## src/rtl/uart_pkg.sv

```systemverilog
// rtl/uart_pkg.sv - receiver FSM states, parity encodings and baud divisor table
package uart_pkg;

  typedef enum logic [2:0] {
    ST_IDLE,
    ST_START,
    ST_DATA,
    ST_PARITY,
    ST_STOP
  } rx_state_e;

  localparam logic [1:0] PAR_EVEN = 2'b01;
  localparam logic [1:0] PAR_ODD  = 2'b10;

  localparam int DIV_W = 24;

  function automatic int unsigned baud_rate(input int idx);
    case (idx)
      0:       return 300;
      1:       return 1200;
      2:       return 4800;
      3:       return 9600;
      4:       return 19200;
      5:       return 38400;
      6:       return 57600;
      default: return 115200;
    endcase
  endfunction

  // Rounded clocks per oversample tick; never below 1 so the counter always wraps.
  function automatic logic [DIV_W-1:0] baud_divisor(input int unsigned clk_freq,
                                                    input int unsigned oversample,
                                                    input int idx);
    int unsigned denom;
    int unsigned q;
    denom = baud_rate(idx) * oversample;
    q = (clk_freq + denom / 2) / denom;
    if (q == 0) q = 1;
    return DIV_W'(q);
  endfunction

endpackage

```

## src/rtl/uart_baud_tick.sv

```systemverilog
// rtl/uart_baud_tick.sv - oversample tick generator; divisor is re-latched on each wrap
module uart_baud_tick
  import uart_pkg::*;
#(
  parameter int CLK_FREQ   = 50_000_000,
  parameter int OVERSAMPLE = 16
) (
  input  logic       clock,
  input  logic       reset,
  input  logic [2:0] baud_select_i,
  output logic       tick_o
);

  logic [DIV_W-1:0] div_tab [8];
  logic [DIV_W-1:0] cnt_q, cnt_d;
  logic [DIV_W-1:0] div_q, div_d;
  logic             tick;

  for (genvar g = 0; g < 8; g++) begin : g_tab
    assign div_tab[g] = baud_divisor(CLK_FREQ, OVERSAMPLE, g);
  end

  // Divisor starts at 1 so the real value is loaded on the first clock after reset.
  assign tick   = (cnt_q >= div_q - DIV_W'(1));
  assign tick_o = tick;

  always_comb begin
    cnt_d = tick ? '0 : cnt_q + DIV_W'(1);
    div_d = tick ? div_tab[baud_select_i] : div_q;
  end

  always_ff @(posedge clock or posedge reset) begin
    if (reset) begin
      cnt_q <= '0;
      div_q <= DIV_W'(1);
    end else begin
      cnt_q <= cnt_d;
      div_q <= div_d;
    end
  end

endmodule

```

## src/rtl/uart_rx_param.sv

```systemverilog
// rtl/uart_rx_param.sv - oversampling UART receiver, 5..9 data bits, parity, 1/2 stop bits
// Define UART_RX_MAJORITY_EN for 2-of-3 majority bit sampling around mid-bit.
module uart_rx_param
  import uart_pkg::*;
#(
  parameter int CLK_FREQ   = 50_000_000,
  parameter int DATA_BITS  = 8,
  parameter int OVERSAMPLE = 16
) (
  input  logic                 clock,
  input  logic                 reset,
  input  logic [2:0]           baud_select,
  input  logic [1:0]           parity_mode,
  input  logic                 two_stop,
  input  logic                 rx_en,
  input  logic                 rxd,
  input  logic                 rx_ack,
  output logic [DATA_BITS-1:0] rx_data,
  output logic                 rx_valid,
  output logic                 rx_perror,
  output logic                 rx_ferror,
  output logic                 rx_overrun,
  output logic                 rx_busy
);

  localparam int SW = $clog2(OVERSAMPLE);
  localparam logic [SW-1:0] S_LAST = SW'(OVERSAMPLE - 1);
`ifdef UART_RX_MAJORITY_EN
  localparam logic [SW-1:0] S_DECIDE = SW'(OVERSAMPLE / 2);
`else
  localparam logic [SW-1:0] S_DECIDE = SW'(OVERSAMPLE / 2 - 1);
`endif
  localparam logic [3:0] B_LAST = 4'(DATA_BITS - 1);

  rx_state_e            state_q, state_d;
  logic [1:0]           sync_q;
  logic                 prev_q, prev_d;
  logic [SW-1:0]        s_q, s_d;
  logic [3:0]           b_q, b_d;
  logic [DATA_BITS-1:0] shift_q, shift_d;
  logic                 perr_q, perr_d, ferr_q, ferr_d;
  logic [DATA_BITS-1:0] data_q, data_d;
  logic                 valid_q, valid_d, perror_q, perror_d;
  logic                 ferror_q, ferror_d, overrun_q, overrun_d;
  logic                 tick, rxd_s, sample, mid, last, complete, par_en;

  uart_baud_tick #(
    .CLK_FREQ  (CLK_FREQ),
    .OVERSAMPLE(OVERSAMPLE)
  ) u_tick (
    .clock        (clock),
    .reset        (reset),
    .baud_select_i(baud_select),
    .tick_o       (tick)
  );

  assign rxd_s = sync_q[1];

`ifdef UART_RX_MAJORITY_EN
  localparam logic [SW-1:0] S_H0 = SW'(OVERSAMPLE / 2 - 2);
  localparam logic [SW-1:0] S_H1 = SW'(OVERSAMPLE / 2 - 1);
  logic [1:0] hist_q, hist_d;

  assign hist_d = (tick && (s_q == S_H0 || s_q == S_H1)) ? {hist_q[0], rxd_s} : hist_q;
  assign sample = (hist_q[1] & hist_q[0]) | (hist_q[1] & rxd_s) | (hist_q[0] & rxd_s);

  always_ff @(posedge clock or posedge reset) begin
    if (reset) hist_q <= 2'b11;
    else       hist_q <= hist_d;
  end
`else
  assign sample = rxd_s;
`endif

  assign mid    = tick && (s_q == S_DECIDE);
  assign last   = tick && (s_q == S_LAST);
  assign par_en = (parity_mode == PAR_EVEN) || (parity_mode == PAR_ODD);

  always_comb begin
    state_d  = state_q;
    s_d      = s_q;
    b_d      = b_q;
    shift_d  = shift_q;
    perr_d   = perr_q;
    ferr_d   = ferr_q;
    complete = 1'b0;
    prev_d   = tick ? rxd_s : prev_q;
    if (tick) s_d = last ? '0 : s_q + SW'(1);

    case (state_q)
      ST_IDLE: begin
        s_d = '0;
        // Start edge is seen between two consecutive tick samples.
        if (tick && rx_en && prev_q && !rxd_s) begin
          state_d = ST_START;
          b_d     = '0;
          perr_d  = 1'b0;
          ferr_d  = 1'b0;
        end
      end
      ST_START: begin
        if (mid && sample) state_d = ST_IDLE;
        else if (last)     state_d = ST_DATA;
      end
      ST_DATA: begin
        if (mid) shift_d = {sample, shift_q[DATA_BITS-1:1]};
        if (last) begin
          if (b_q == B_LAST) begin
            b_d     = '0;
            state_d = par_en ? ST_PARITY : ST_STOP;
          end else begin
            b_d = b_q + 4'd1;
          end
        end
      end
      ST_PARITY: begin
        if (mid)  perr_d = (^shift_q) ^ sample ^ (parity_mode == PAR_ODD);
        if (last) state_d = ST_STOP;
      end
      ST_STOP: begin
        if (mid) begin
          ferr_d = ferr_q | ~sample;
          if (b_q == {3'b000, two_stop}) begin
            complete = rx_en;
            state_d  = ST_IDLE;
          end
        end else if (last) begin
          b_d = b_q + 4'd1;
        end
      end
      default: state_d = ST_IDLE;
    endcase

    if (!rx_en) state_d = ST_IDLE;

    data_d    = data_q;
    valid_d   = valid_q;
    perror_d  = perror_q;
    ferror_d  = ferror_q;
    overrun_d = overrun_q;
    if (complete) begin
      data_d    = shift_q;
      perror_d  = perr_q;
      ferror_d  = ferr_d;
      valid_d   = ~perr_q & ~ferr_d;
      overrun_d = rx_ack ? 1'b0 : (overrun_q | valid_q | perror_q | ferror_q);
    end else if (rx_ack) begin
      valid_d   = 1'b0;
      perror_d  = 1'b0;
      ferror_d  = 1'b0;
      overrun_d = 1'b0;
    end
  end

  always_ff @(posedge clock or posedge reset) begin
    if (reset) begin
      state_q   <= ST_IDLE;
      sync_q    <= 2'b11;
      prev_q    <= 1'b1;
      s_q       <= '0;
      b_q       <= '0;
      shift_q   <= '0;
      perr_q    <= 1'b0;
      ferr_q    <= 1'b0;
      data_q    <= '0;
      valid_q   <= 1'b0;
      perror_q  <= 1'b0;
      ferror_q  <= 1'b0;
      overrun_q <= 1'b0;
    end else begin
      state_q   <= state_d;
      sync_q    <= {sync_q[0], rxd};
      prev_q    <= prev_d;
      s_q       <= s_d;
      b_q       <= b_d;
      shift_q   <= shift_d;
      perr_q    <= perr_d;
      ferr_q    <= ferr_d;
      data_q    <= data_d;
      valid_q   <= valid_d;
      perror_q  <= perror_d;
      ferror_q  <= ferror_d;
      overrun_q <= overrun_d;
    end
  end

  assign rx_data    = data_q;
  assign rx_valid   = valid_q;
  assign rx_perror  = perror_q;
  assign rx_ferror  = ferror_q;
  assign rx_overrun = overrun_q;
  assign rx_busy    = (state_q != ST_IDLE);

endmodule
```

## config.mk

```make
export PLATFORM = sky130hd
export DESIGN_NAME = uart_rx_param
export DESIGN_NICKNAME = d
export VERILOG_FILES = /design/src/rtl/uart_pkg.sv /design/src/rtl/uart_baud_tick.sv /design/src/rtl/uart_rx_param.sv
export SDC_FILE = /design/constraint.sdc
export NUM_CORES = 1
export LEC_CHECK = 0
export ABC_AREA = 1
export CORE_MARGIN = 3
export CORE_UTILIZATION = 30
export CTS_BUF_LIST = sky130_fd_sc_hd__clkbuf_16
export DETAILED_ROUTE_END_ITERATION = 8
export GPL_TIMING_DRIVEN = 0
export PLACE_DENSITY = 0.54
export REMOVE_ABC_BUFFERS = 1
export SLEW_MARGIN = 15
export SYNTH_ARGS = -nofsm -noshare
export SYNTH_HDL_FRONTEND = slang
export SYNTH_SLANG_ARGS = --single-unit
```

## constraint.sdc

```tcl
create_clock -name clock -period 6.08 [get_ports clock]
set_input_delay 0.912 -clock clock [delete_from_list [all_inputs] [get_ports clock]]
set_output_delay 0.912 -clock clock [all_outputs]
set_load 0.01 [all_outputs]
```

==> results of run 1 <==
-- area by class of cell --
type	instances	area [sq um]
Fill cell	1468	8974
Multi-Input combinational cell	395	2290
Sequential cell	72	1807
Inverter	79	299.0
Timing Repair Buffer	24	257.7
Clock buffer	9	225.2
Tap cell	180	225.2
Clock inverter	7	72.57
-- power by group --
part	internal, W	switching, W
registers	0.000482	0.00000255
clock network	0.000316	0.000210
logic	0.0000142	0.0000225
total	0.000813	0.000235
-- how the worst max path moves through the flow --
stage                         start               to  slack [ns]  cells after the start
floorplan           u_tick.div_q[2]        rx_perror        2.68                     19
finish              u_tick.div_q[0]  u_tick.div_q[1]        1.73                     16
global placement    u_tick.div_q[2]  u_tick.div_q[1]        1.69                     17
global route        u_tick.div_q[2]  u_tick.div_q[1]        1.19                     17
detailed placement  u_tick.div_q[2]  u_tick.div_q[1]        1.67                     17
CTS                 u_tick.div_q[2]  u_tick.div_q[1]        1.66                     17
-- state kept, by name, summed over array words and instances, names as in the netlist --
register / flops
sync_q: 2
state_q: 3
rx_perror: 1
ferr_q: 1
b_q: 4
s_q: 4
rx_overrun: 1
rx_data: 8
perr_q: 1
rx_ferror: 1
u_tick.div_q: 12
rx_valid: 1
u_tick.cnt_q: 24
shift_q: 8
prev_q: 1
-- routing by layer --
| metal | vias up | share of wire (%) |
|---|---|---|
| met4 | 0 | 1.5 |
| met2 | 36 | 47 |
| met1 | 1635 | 49 |
| met3 | 14 | 3.1 |
| met5 | - | 0 |
| li1 | 1826 | - |
-- Yosys cell counts, drive strengths merged, types with 6 or more instances --
library cell    n
nor2           68
dfrtp          68
nand3          25
ha             36
o21ai          40
nor3           15
a21oi          21
xor2           17
nand4           9
buf             6
nand2         134
xnor2          15
inv            77
-- metrics by stage --
step           utilization (%)  setup slack [ns]
2_1_floorplan                -             2.677
3_3_place_gp             34.26             1.694
3_5_place_dp             34.48             1.671
4_1_cts                  36.58             1.657
5_1_grt                  36.58             1.194
6_report                 36.58             1.734
-- worst max-delay path, stage by stage (launching register included) --
cell and delay [ns]:
dfstp_2 0.37, inv_1 0.09, ha_1 0.19, nand2_1 0.09, nor2_1 0.09, nand2_1 0.11
nor3_2 0.42, nand3_1 0.20, ha_1 0.33, nand2_1 0.09, o21ai_0 0.11, a21oi_1 0.17
nand3_2 0.77, inv_1 0.74, a21oi_1 0.18, nand2_1 0.11, o21ai_0 0.09
-- cells by family (layout without fill, tap and decap cells) --
group,Yosys count,count (layout)
and+or+nand+nor,256,256
buffers and inverters,87,119
DFF,72,72
AOI/OAI and AO/OA,71,71
adders and majority gates,36,36
xor gates and xnor gates,32,32
==> impl_metrics.yaml, run 1 <==
pwr:
  p_leak_nw: 2.514
  vdd_drop_max_mv: 0.1669
  total_power_w: 0.001048
  p_per_area_nw_per_um2: 202.5
setup_path:
  criticalPathCategory: "reg2reg"
  worstReg2RegEnd: "u_tick.div_q[1]"
  cp_data_required_time_ns: 6.25
  critical_path_arrival_ns: 4.52
  worstSetupEndpointType: "register"
  setup.worst_path.start_class: "register"
  reg2reg_depth: 16
  r2r_slack_ns: 1.73
  worst-path-max-fanout: 48
  r2r_start: "u_tick.div_q[0]"
clocking:
  tritoncts: "yes"
  clk_latency_ns: 0.34
  cts_buffer_depth: 2
  cts.clk_slew.worst_paths_ns: 0.06
  cts-resized-gates: 0
  cts_sinks: 72
  ctsHoldBuffers: 0
  cts_setup_buffers: 0
  clockRootBuffer: "clkbuf_16"
  htreeDepth: 3
  cts-buffers-inserted: 9
synthesis:
  synthCells: 554
  yosys.cell_types.count: 40
  post-synth-top-area-cell: "dfrtp_1"
  muxShareOfSynthArea_pct: 0
  synthSimpleGateAreaFrac_pct: 26.55
  yosysWarnings: 0
  netlist.area_leader.share_pct: 38.33
  syn-cell-area_sq_um: 4439
  yosysSeqAreaShare_pct: 40.70
  synthXorXnorAreaFrac_pct: 6.313
  synth-compound-area-share_pct: 8.568
  ys.flop_type: "dfrtp_1"
  ys_seq_elements: 72
  synth_top_family_by_area: "simple AND/OR/NAND/NOR gates"
  synth.area.top_cells: "dfrtp_1 (38%), nand2_1 (11%), ha_1 (10%)"
  synth_edf_count: 0
  synth.avg_cell_area_sq_um: 8.013
  synth_fa_ha_area_share_pct: 10.15
  synthArstFlopShare_pct: 100.0
min_path:
  hold_depth: 0
  holdPathEnd: "sync_q[1]"
  min_path_type: "reg2reg"
  hp-start: "sync_q[0]"
placed_design:
  gp_congestion: 0.8355
  portBuffers: 23
  dp.cells: 750
  placed_area_sq_um: 4878
  dp_hpwl_um: 6727
sta:
  final_hold_viol_count: 0
  fin_crit_ns: 4.346
  clock_skew_ns: 0.007334
  holdWs_ns: 0.3576
  slew_violations: 0
  finalCritPeriodShare_pct: 71.47
  max-slew-margin-rel_pct: 34.01
  setup_viol: 0
  fin_setup_tns_ns: 0
  worst_pin_slew_ns: 0.9888
  grt_setup_unrepaired: "no"
  fmax_ghz: 0.2301
routing:
  routed_wl_um: 9106
  dr.first_iter.drc_count: 90
  routed-via-count: 3511
  drcViolationCount: 0
  dr.pass1.iters: 4
  ant_nets: 0
  wl_per_cell_um: 11.89
  vias_per_cell: 4.584
global_routing:
  overflow: 0
  grt_max_degree: 49
  met3_usage_pct: 3.135
  grt_pass1_wl_um: 16160
  antenna_found_initial: 0
  met2_usage_pct: 19.82
  use_met1_pct: 15.99
  grt_pass1_vias: 3415
  grt-busiest-layer: "met2"
  grt_usage_pct: 12.20
status:
  status: "completed"
finish:
  layout-drive-gt1-share_pct: 8.703
  antenna-diode-count: 0
  stdcell_count: 766
  nets: 628
  final_common_cell: "nand2_1"
  final_cell_mix: "nand2_1 (127), inv_1 (74), dfrtp_1 (68)"
  fin_area_sq_um: 5176
  syn_to_final_growth_pct: 16.60
flow_run:
  drv_cap: 0
floorplan:
  fp.coreArea_sq_um: 14150
  row_count: 43
  initial_core_util_pct: 31.37
  die_y_um: 127.6
  die_area_sq_um: 16290
  io_pins: 24
  fp.dieW_um: 127.6
(Power assumes the default switching activity.)
==> run 2: changes to the inputs <==
Clock period 6.08 ns to 4.18 ns, I/O delays scaled along.
==> run 2 against run 1 <==
Critical path depth rose by 4. Cell count grew 0.26%. First-iteration DRC count grew 38%. Highest routed layer unchanged. Sequential share of layout area down 0.21 points. Sequential power rose by 45%. Register-to-register slack got worse by 1.3 ns. Flip-flop and latch count unchanged.
==> impl_metrics.yaml, run 2 (synthesis gave the netlist of run 1 again) <==
finish:
  syn_to_final_growth_pct: 17.31
  final_util_pct: 36.80
  fin_area_sq_um: 5207
  regMostFlops: "u_tick.cnt_q"
  largest_register_ffs: 24
  final_common_cell: "nand2_1"
  antenna-diode-count: 0
  final_cell_mix: "nand2_1 (127), inv_1 (74), dfrtp_1 (68)"
  nets: 630
  layout-drive-gt1-share_pct: 9.184
  top_regs: "u_tick.cnt_q: 24 flops, u_tick.div_q: 12 flops"
  stdcell_count: 768
  nFillCells: 1466
clocking:
  htreeDepth: 3
  cts.clk_slew.worst_paths_ns: 0.06
  ctsHoldBuffers: 0
  tritoncts: "yes"
  cts_setup_buffers: 0
  clk_latency_ns: 0.34
  cts-buffers-inserted: 9
  cts_buffer_depth: 2
  clockRootBuffer: "clkbuf_16"
  cts_sinks: 72
routing:
  routed-via-count: 3536
  ant_nets: 0
  vias_per_cell: 4.604
  routed_wl_um: 9607
  dr.pass1.iters: 4
  dr.first_iter.drc_count: 124
  wl_per_cell_um: 12.51
  drcViolationCount: 0
setup_path:
  worstSetupEndpointType: "register"
  cp_num_buf_inv: 2
  cp_slowest_cell: "nor3_2"
  cp_top_family: "simple AND/OR/NAND/NOR gates"
  worst-path-max-fanout: 19
  criticalPathCategory: "reg2reg"
  setup.worst_path.start_class: "register"
  crit_path_max_incr_delay_ns: 0.42
  worst_path_most_repeated_cell: "nand2_1"
  cp_cell_sequence: "inv_1 > ha_1 > nand2_1 > nor2_1 > nand2_1 > nor3_2 > nand3_1 > ha_1 > nand2_1 > nor2_2 > nand2_1 > nor2_1 > nand2_1 > nand3_4 > nand2_2 > nor2_2 > nand2_2 > inv_1 > nand2_1 > a21boi_0"
  cp_data_required_time_ns: 4.38
  critical_path_arrival_ns: 3.94
sta:
  fin_crit_ns: 3.742
  final_hold_viol_count: 0
  finalCritPeriodShare_pct: 89.52
  holdWs_ns: 0.3577
  fmax_ghz: 0.2672
  slew_violations: 0
  max-slew-margin-rel_pct: 56.81
  setup_viol: 0
  clock_skew_ns: 0.008608
  worst_pin_slew_ns: 0.6429
  grt_setup_unrepaired: "no"
global_routing:
  grt_pass1_wl_um: 16180
  grt_max_degree: 49
  overflow: 0
  grt_pass1_vias: 3422
  grt_usage_pct: 12.22
  antenna_found_initial: 0
pwr:
  p_seq_share_pct: 46.3
  switching_share_pct: 22.36
  internal-power_w: 0.001182
  p_leak_nw: 2.545
  power_frac_clock_pct: 50.2
  p_per_area_nw_per_um2: 292.4
  power_switching_w: 0.0003405
  combPwrFrac_pct: 3.5
  vdd_drop_max_mv: 0.2410
floorplan:
  fp.dieW_um: 127.6
  row_count: 43
  die_y_um: 127.6
  io_pins: 24
  fp.coreArea_sq_um: 14150
  die_area_sq_um: 16290
  initial_core_util_pct: 31.37
placed_design:
  gp_congestion: 0.8355
  portBuffers: 23
  placed_area_sq_um: 4878
  dp_hpwl_um: 6727
  dp.cells: 750
status:
  status: "completed"
flow_run:
  drv_cap: 0
min_path:
  min_path_type: "reg2reg"
## run 2: worst paths after layout
kind	start	endpoint	slack, ns	cells past startpoint
max in group asynchronous	reset	u_tick.div_q[0]	2.93	3
worst max-delay path	u_tick.div_q[0]	rx_perror	0.44	20
worst min-delay path	sync_q[0]	sync_q[1]	0.36	0
min in group asynchronous	reset	shift_q[3]	0.63	2
worst min register to register	sync_q[0]	sync_q[1]	0.36	0
worst max register to register	u_tick.div_q[0]	rx_perror	0.44	20
## run 2: routing by layer
metal  GRT usage (%)  routed length [um]
met1           15.99                4676
met2           19.91                4530
met3           3.135                 305
met4           3.745                  95
met5               0                   0
## run 2: final cells by class
class / instances / area (sq um) / area share (%)
clock buffers: 9 / 225.2 / 4.325
multi-input cells: 397 / 2321 / 44.57
repair buffers: 24 / 257.7 / 4.950
clock inverters: 7 / 72.57 / 1.394
flip-flops and latches: 72 / 1807 / 34.69
well taps: 180 / 225.2 / 4.325
inverters: 79 / 299.0 / 5.742
## run 2: stage by stage
stage / setup TNS (ns) / power (W) / worst slack, ns
floorplan: 0 / 0.0007471 / 0.7766
global placement: -0.7287 / 0.0007685 / -0.2058
detailed placement: -1.051 / 0.0007726 / -0.2286
CTS: 0 / 0.001553 / 0.1870
global route: 0 / 0.001593 / 0.07949
finish: 0 / 0.001523 / 0.4382
## run 2: repair_timing
item	CTS	global route
hold endpoints to repair	0	0
pin swaps	0	1
resized for setup	1	1
cloned	0	2
endpoints found under the setup margin	22	20
## run 2: power by group through the flow
stage	logic [W]	clock network, W	registers [W]
finish	0.0000537	0.000764	0.000705
global route	0.0000628	0.000826	0.000705
CTS	0.0000555	0.000792	0.000705
detailed placement	0.0000550	0	0.000718
global placement	0.0000508	0	0.000718
floorplan	0.0000303	0	0.000717
